[config.mk]
export PLATFORM = sky130hd
export DESIGN_NAME = pipe_stage_reg
export DESIGN_NICKNAME = d
export VERILOG_FILES = /design/src/rtl/pipe_stage_reg.sv
export SDC_FILE = /design/constraint.sdc
export NUM_CORES = 1
export LEC_CHECK = 0
export BUFFER_PORTS_ARGS = -buffer_cell sky130_fd_sc_hd__buf_2
export CAP_MARGIN = 25
export CORE_MARGIN = 2
export CORE_UTILIZATION = 57
export DETAILED_ROUTE_END_ITERATION = 10
export PLACE_DENSITY = 0.89
export SLEW_MARGIN = 30
export SYNTH_ARGS = -nofsm -noshare
export SYNTH_HDL_FRONTEND = slang
export SYNTH_SLANG_ARGS = --single-unit
[constraint.sdc]
create_clock -name clk -period 3.1 [get_ports clk]
set_clock_uncertainty 0.05 [all_clocks]
set_input_delay 0.155 -clock clk [delete_from_list [all_inputs] [get_ports clk]]
set_output_delay 0.155 -clock clk [all_outputs]
set_load 0.02 [all_outputs]
[src/rtl/pipe_stage_reg.sv]
// Pipeline stage boundary register with valid/ready handshake, 2-entry skid buffer,
// flush/hold controls and saturating stall/flush event counters.
module pipe_stage_reg #(
   parameter int unsigned DATA_W          = 32,
   parameter int unsigned CTRL_W          = 8,
   parameter int unsigned CNT_W           = 16,
   parameter bit          FLUSH_ZERO_DATA = 1'b1
) (
   input  logic              clk,
   input  logic              rst,
   input  logic              in_valid,
   output logic              in_ready,
   input  logic [CTRL_W-1:0] in_ctrl,
   input  logic [DATA_W-1:0] in_data,
   output logic              out_valid,
   input  logic              out_ready,
   output logic [CTRL_W-1:0] out_ctrl,
   output logic [DATA_W-1:0] out_data,
   input  logic              flush,
   input  logic              hold,
   output logic [1:0]        occ,
   output logic [CNT_W-1:0]  stall_cnt,
   output logic [CNT_W-1:0]  flush_cnt
);

   logic              m_valid;
   logic [CTRL_W-1:0] m_ctrl;
   logic [DATA_W-1:0] m_data;
   logic              s_valid;
   logic [CTRL_W-1:0] s_ctrl;
   logic [DATA_W-1:0] s_data;

   logic accept;
   logic fire;

   always_comb begin
      in_ready  = !s_valid && !hold;
      out_valid = m_valid;
      out_ctrl  = m_valid ? m_ctrl : '0;
      out_data  = m_data;
      occ       = {1'b0, m_valid} + {1'b0, s_valid};
      accept    = in_valid && in_ready;
      fire      = m_valid && out_ready;
   end

   always_ff @(posedge clk) begin
      if (!rst) begin
         m_valid   <= 1'b0;
         m_ctrl    <= '0;
         m_data    <= '0;
         s_valid   <= 1'b0;
         s_ctrl    <= '0;
         s_data    <= '0;
         stall_cnt <= '0;
         flush_cnt <= '0;
      end else begin
         // Counters run independently of the entry update, including in flush cycles.
         if (m_valid && !out_ready && (stall_cnt != '1))
            stall_cnt <= stall_cnt + CNT_W'(1);
         if (flush && (flush_cnt != '1))
            flush_cnt <= flush_cnt + CNT_W'(1);

         if (flush) begin
            m_valid <= 1'b0;
            s_valid <= 1'b0;
            m_ctrl  <= '0;
            s_ctrl  <= '0;
            if (FLUSH_ZERO_DATA) begin
               m_data <= '0;
               s_data <= '0;
            end
         end else if (fire) begin
            if (s_valid) begin
               m_ctrl  <= s_ctrl;
               m_data  <= s_data;
               s_valid <= 1'b0;
            end else if (accept) begin
               m_ctrl <= in_ctrl;
               m_data <= in_data;
            end else begin
               m_valid <= 1'b0;
            end
         end else if (accept) begin
            if (!m_valid) begin
               m_valid <= 1'b1;
               m_ctrl  <= in_ctrl;
               m_data  <= in_data;
            end else begin
               s_valid <= 1'b1;
               s_ctrl  <= in_ctrl;
               s_data  <= in_data;
            end
         end
      end
   end

endmodule
## After elaboration in Yosys (flattened, before gate mapping)

Index checks and enable logic that the tools add are counted.

| storage, ports and cells | value |
|---|---|
| register bits | 114 |
| latch bits | 0 |
| RAM bits | 0 |
| memory bits (read-only) | 0 |
| input bits | 46 |
| memories kept | 0 |

| operators by class | value |
|---|---|
| $add $sub $neg | 3 |
| $mul | 0 |
| divide/modulo/power cells | 0 |
| magnitude comparators | 0 |
| equal/unequal tests | 5 |
| shift-type cells | 0 |
| multiplexer cells | 15 |
| bitwise operators | 2 |
| reductions and logical operators | 17 |

Operators with widths:

| operator | count |
|---|---|
| 32-bit two-way mux | 5 |
| 8-bit two-way mux | 6 |
| 16-bit by 1-bit adder with 16-bit output (second input constant) | 2 |
| 16-bit != test (second input constant) | 2 |
| 3-bit AND reduction | 3 |
| 1-bit logical AND | 6 |
| 1-bit two-way mux | 4 |
| 2-bit != test (second input constant) | 2 |
| 2-bit nonzero test | 2 |
| 1-bit logical NOT | 3 |
| 3-bit OR reduction | 1 |
| 1-bit by 1-bit adder with 2-bit output | 1 |
| 2-bit by 1-bit != test with 1-bit output (second input constant) | 1 |
| 1-bit NOT | 2 |
| 2-bit AND reduction | 1 |
| 2-bit OR reduction | 1 |

## Longest topological paths before layout

Gate-level depths: netlist of the first run.

| logic depth | value |
|---|---|
| depth in word-level cells | 6 |
| depth in mapped cells | 7 |

## Worst setup path before layout of the first run

No wires, ideal clock.

| timing path | value |
|---|---|
| kind | register to register |
| from | reg flush_cnt[0] |
| to | reg flush_cnt[14] |
| library setup time | 0.072 ns |
| arrival | 1.714 ns |
| required time | 2.978 ns |
| setup slack | 1.264 ns |
| cell stages (with the launch flop) | 7 |
| buffers on the path | 1 |
| clock period less this slack | 1.836 ns |
| path through | dfxtp_1 ha_1 and4_1 clkbuf_1 nand3_1 nor4_1 mux2i_1 |

| between the ends | value |
|---|---|
| cells in the longest elaborated chain, start to end | 2 |
| elaborated cells between the ends (all ways) | 3 |

RTL lines:

| element | RTL line | text |
|---|---|---|
| start, declared | 23 | `output logic [CNT_W-1:0] flush_cnt` |
| start signal, assigned | 61 | `flush_cnt <= flush_cnt + CNT_W'(1);` |
| branches (longest 2 deep; another with 16-bit by 1-bit adder with 16-bit output) | -- |  |

Several ways; the timed one is not identified.
A chain may end at the register's enable or synchronous reset.

## Worst setup path in the final report of the first run

| timing path | value |
|---|---|
| from | reg flush_cnt[0] |
| to | reg flush_cnt[2] |

The elaborated chain is that of the path after synthesis.

==> results.yml, run 1 <==
power:
  seq_power_share: 0.383
  clkPwrFrac: 0.562
  ir_drop_uv: 586
  p_leak_nw: 2.89
  netSwitchingPower_mw: 0.832
  power_frac_comb: 0.055
  p_sw_frac: 0.213
  powerDensity_nw_per_um2: 582
  cellInternalPower_mw: 3.06
placement:
  place_congestion: 0.808
  dp_cells: 767
  io_buffers: 121
  detailedPlacementHpwl_mm: 7.95
timing:
  finalSetupViolCount: 0
  clock.fmax_ghz: 0.423
  rsz0062_at_grt: "no"
  finalCritPeriodShare: 0.763
  tightest_slew_ns: 0.772
  timing.final.hold_violations: 0
  slew_headroom: 0.481
  final.min_clock_period_ns: 2.37
  finalMaxSlewViolations: 0
  fin_setup_tns_ns: 0
logic_synthesis:
  synth_cells: 572
  synthesis.nets: 622
  seq_area_frac_synth: 0.462
  synth_top_area_frac: 0.462
  ys_seq_elements: 114
  synth_ff_type: "dfxtp_1"
  syn_area_um2: 4940
  ys_async_sr_fraction: 0
  synth.distinct_cells: 43
  ys_warn_count: 0
  synth_edf_count: 0
  synth_area_leader_cell: "dfxtp_1"
  synth.avg_cell_area_um2: 8.64
  synth_area_leaders: "dfxtp_1 46%, mux2i_1 9.3%, nand2_1 8.1%"
cells_and_area:
  final_cell_mix: "121 x buf_2, 114 x dfxtp_1, 107 x nand2_1"
  stdcell_count: 841
  area_growth_syn_to_layout_pct: 35.4
  final_common_cell: "buf_2"
  insertedDiodeCount: 0
  fin_nets: 774
  drive_gt1_frac: 0.231
routing:
  via_per_inst: 5.95
  drt_iter0_markers: 222
  ant_nets: 0
  wire_per_inst_um: 17.0
  vias: 5005
  drc: 0
  totalWireLength_mm: 14.3
  detail_route.first_pass.iterations: 4
cts:
  cts_buffers: 17
  clk_latency_ns: 0.51
  cts_tree: "built"
  clk_pin_slew_ns: 0.06
  post_cts_buffers: 0
  ctsRootBufferMaster: "clkbuf_8"
  cts_sinks: 114
  cts_resized: 0
  htree_levels: 4
  hold_buffers: 43
  clockBufferDepth: 2
floorplan:
  start_util: 0.595
  chipHeight_um: 97.1
  io_pins: 122
  rows: 33
  core_area_um2: 8300
  dieArea_um2: 9430
  chipWidth_um: 97.1
worst_hold_path:
  worstHoldEndpoint: "s_valid"
  min_path_type: "primary input to flip-flop"
  whs_path_depth: 3
  hp-start: "out_ready"
global_routing:
  grt_pass1_vias: 4980
  grt_util_all_layers: 0.300
  grt_overflow: 0
  antenna_found_initial: 0
  grt_first_pass_wirelength_mm: 23.1
  grt_max_degree: 81
setup_path:
  crit_path_end_kind: "flip-flop"
  critPathBufInv: 1
  slowest_delay_ns: 0.55
  critPathMaxFanout: 10
  r2r.worst_path.cells: 6
  rr_startpoint: "flush_cnt[0]"
  path_delay_family: "simple AND/OR/NAND/NOR gates"
  r2r-end: "flush_cnt[2]"
  worst-r2r-setup-slack_ns: 0.73
  crit_slowest_cell: "dlygate4sd3_1"
  cp.arrival_ns: 2.77
  startpoint_type: "flip-flop"
  cp.required_ns: 3.51
  critPathKind: "flip-flop to flip-flop"
  cp_cell_sequence: "ha_1 > nand3_1 > nor4_4 > nand2_1 > a31oi_1 > dlygate4sd3_1"
status:
  status: "completed"
run:
  maxCapViolCount: 0
[worst max-delay path by stage]
stage | startpoint | to | slack [ns] | depth (start not counted)
4_1_cts | flush_cnt[0] | flush_cnt[2] | 0.76 | 6
3_5_place_dp | out_valid | out_data[31] | 0.98 | 6
2_1_floorplan | flush_cnt[0] | flush_cnt[14] | 1.26 | 6
5_1_grt | flush_cnt[0] | flush_cnt[2] | 0.54 | 6
3_3_place_gp | out_valid | stall_cnt[8] | 1.06 | 4
6_report | flush_cnt[0] | flush_cnt[2] | 0.73 | 6
[through the flow]
step / power, mW / utilization / cell area, um2 / worst slack (ns) / hold slack, ns
floorplan: 1.62 / - / 4940 / 1.26 / 0.241
global placement: 1.68 / 0.674 / 5600 / 1.06 / 0.355
detailed placement: 1.69 / 0.675 / 5600 / 0.984 / 0.365
CTS: 3.89 / 0.806 / 6690 / 0.759 / 0.00600
global route: 3.99 / 0.806 / 6690 / 0.541 / 0.0405
finish: 3.90 / 0.806 / 6690 / 0.734 / 0.0134
[flip-flops by register name (all words and copies together), names as in the netlist]
register and cells:
s_valid 1, stall_cnt 16, out_valid 1, s_data 32
m_ctrl 8, s_ctrl 8, flush_cnt 16, out_data 32
[power by group through the flow]
| stage | Sequential (mW) | Clock (mW) | Combinational, mW |
|---|---|---|---|
| finish | 1.49 | 2.19 | 0.214 |
| detailed placement | 1.52 | 0 | 0.163 |
| global route | 1.49 | 2.26 | 0.231 |
| global placement | 1.52 | 0 | 0.157 |
| floorplan | 1.53 | 0 | 0.0827 |
| CTS | 1.49 | 2.19 | 0.207 |
[metal layers]
layer  wire (um)  global-route usage  share of wire  vias up
li1            -                   -              -     2347
met4         432               0.142          0.030        0
met5           0                   0              0        -
met1        5340               0.326           0.37     2360
met3        1210              0.0849          0.085       47
met2        7330               0.537           0.51      251
[cell type report]
| class | count | area (um2) |
|---|---|---|
| well taps | 105 | 131 |
| clock buffers | 18 | 428 |
| flip-flops and latches | 114 | 2280 |
| multi-input cells | 417 | 2510 |
| fillers | 514 | 1610 |
| repair buffers | 169 | 1090 |
| inverters | 5 | 18.8 |
| clock inverters | 13 | 230 |
[tightest hold or removal path: stages]
cell,delay [ns]
buf_2,0.13
nand2_1,0.10
nor3b_1,0.14
[cells by family after synthesis]
| family | Yosys count | synth area share |
|---|---|---|
| xor+xnor | 1 | 0.00177 |
| flops | 114 | 0.462 |
| simple gates | 232 | 0.226 |
| fa+ha+maj | 4 | 0.0101 |
| mux | 46 | 0.0932 |
| buf+inv | 41 | 0.0332 |
| compound gates | 134 | 0.174 |
[cell usage after synthesis (2+ instances only)]
master    count
dfxtp_1     114
nand2_1     107
a21oi_1      62
nor2_1       48
mux2i_1      46
a211oi_1     41
clkbuf_1     26
or4_1        12
and2_1       11
nand3_1      11
o31ai_1      10
o21ai_0       9
buf_2         8
nand2b_1      7
nor3_1        7
ha_1          4
inv_1         4
nand4_1       4
o41ai_1       4
a31oi_1       3
and3_1        3
nor4_1        3
or3_1         3
and4_1        2
buf_1         2
nor3b_1       2
o311ai_0      2
or2_2         2
Note: power is estimated with default switching activity, not from simulation.
==> inputs of run 2 (changes only) <==
--- a/config.mk
+++ b/config.mk
@@ -8,9 +8,9 @@
 export BUFFER_PORTS_ARGS = -buffer_cell sky130_fd_sc_hd__buf_2
 export CAP_MARGIN = 25
 export CORE_MARGIN = 2
-export CORE_UTILIZATION = 57
+export CORE_UTILIZATION = 48
 export DETAILED_ROUTE_END_ITERATION = 10
-export PLACE_DENSITY = 0.89
+export PLACE_DENSITY = 0.8
 export SLEW_MARGIN = 30
 export SYNTH_ARGS = -nofsm -noshare
 export SYNTH_HDL_FRONTEND = slang
==> constraint.sdc (replaced) <==
create_clock -name clk -period 2 [get_ports clk]
set_clock_uncertainty 0.05 [all_clocks]
set_input_delay 0.1 -clock clk [delete_from_list [all_inputs] [get_ports clk]]
set_output_delay 0.1 -clock clk [all_outputs]
set_load 0.02 [all_outputs]
==> results.yml, run 2 (synthesized netlist as in run 1, its figures left out) <==
global_routing:
  grt_util_all_layers: 0.229
  antenna_found_initial: 0
  grt_overflow: 0
  grt_pass1_vias: 4437
  grt_max_degree: 83
  grt_first_pass_wirelength_mm: 20.8
timing:
  clock.fmax_ghz: 0.526
  worst_slack_ns: 0.100
  slew_headroom: 0.429
  finalMaxSlewViolations: 0
  timing.final.hold_violations: 0
  tightest_slew_ns: 0.857
  final.min_clock_period_ns: 1.90
  hold_ws_ns: 0.00955
  fin_setup_tns_ns: 0
  finalCritPeriodShare: 0.950
  finalSetupViolCount: 0
worst_hold_path:
  min_path_type: "primary input to flip-flop"
  hp-start: "hold"
cells_and_area:
  fin_nets: 788
  drive_gt1_frac: 0.249
  finalInstanceArea_um2: 6820
  insertedDiodeCount: 0
  final_common_cell: "buf_2"
  final_cell_mix: "121 x buf_2, 113 x dfxtp_1, 107 x nand2_1"
  area_growth_syn_to_layout_pct: 38.0
floorplan:
  core_area_um2: 10100
  rows: 37
  start_util: 0.487
  io_pins: 122
  chipWidth_um: 105
  chipHeight_um: 105
  dieArea_um2: 11100
routing:
  totalWireLength_mm: 13.6
  ant_nets: 0
  drt_iter0_markers: 305
  vias: 4913
  via_per_inst: 5.55
  drc: 0
  wire_per_inst_um: 15.4
  detail_route.first_pass.iterations: 5
setup_path:
  startpoint_type: "flip-flop"
  cp.arrival_ns: 2.26
  crit_slowest_cell: "a211oi_4"
  worst-r2r-setup-slack_ns: 0.10
  critPathMaxFanout: 10
  rr_startpoint: "s_valid"
  critPathKind: "flip-flop to flip-flop"
  slowest_delay_ns: 0.38
  cp.required_ns: 2.36
  crit_path_end_kind: "flip-flop"
  cp_cell_sequence: "nor3b_2 > inv_1 > ha_1 > a211oi_4 > buf_4 > buf_6 > nor2_1 > a211oi_1"
  critical_path.startpoint: "s_valid"
placement:
  place_area_um2: 5740
  io_buffers: 121
  place_congestion: 0.833
  place_ws_ns: 0.0855
  detailedPlacementHpwl_mm: 7.82
cts:
  ctsRootBufferMaster: "clkbuf_8"
  clockBufferDepth: 2
  cts_sinks: 114
  cts_tree: "built"
  cts_buffers: 17
  htree_levels: 4
  clk_latency_ns: 0.51
  clk_pin_slew_ns: 0.05
power:
  ir_drop_uv: 461
  finalPower_mw: 5.67
  p_leak_nw: 2.93
  powerDensity_nw_per_um2: 832
status:
  status: "completed"
run:
  maxCapViolCount: 0
[run 2: changes by cell type in the layout (fill, tap and decap cells not counted), sizes merged]
cell,previous run,this run
buf,126,139
clkinvlp,0,1
clkbuf,18,20
bufinv,6,3
clkinv,5,6
[run 2: path summary, 6_finish.rpt]
| path | to | cells past startpoint |
|---|---|---|
| setup / recovery | out_data[30] | 8 |
| hold / removal | out_valid | 5 |
| setup reg to reg | out_data[30] | 8 |
| hold reg to reg | s_data[4] | 2 |
[run 2: worst max-delay path: cells and delay by family, from the launching register on]
kind                     cells  cell delay, ns
flip-flops                   1            0.32
AND/OR/NAND/NOR              2            0.23
adder cells (fa/ha/maj)      1            0.21
AO/OA/AOI/OAI                2            0.60
buffers and inverters        3            0.40
[run 2: layout make-up]
type,count,area [um2]
tap,136,170
timing repair buffer,183,1230
multi-input combinational,417,2520
inverter,5,18.8
clock inverter,12,156
clock buffer,19,432
sequential,114,2280
fill,812,3320
[run 2: metal layers]
layer	global-route usage	routed length [um]
met4	0.0752	215
met1	0.283	5810
met5	0	0
met3	0.0711	942
met2	0.380	6650
[run 2: repair_timing]
item | CTS | global route
endpoints found under the setup margin | 0 | 20
gates resized for setup | 0 | 5
endpoints found under the hold margin | 91 | 0
hold buffers | 43 | 0
buffers inserted | 0 | 1
[run 2: power breakdown]
part / total (mW) / switching [mW] / internal [mW]
Clock: 3.02 / 1.09 / 1.93
Sequential: 2.31 / 0.0166 / 2.29
Combinational: 0.343 / 0.184 / 0.159
Total: 5.67 / 1.29 / 4.38
[run 2: metrics by stage]
step	util	std cells
after floorplan	-	572
after global placement	0.566	808
after detailed placement	0.566	808
after CTS	0.666	882
after global routing	0.672	886
final	0.672	886
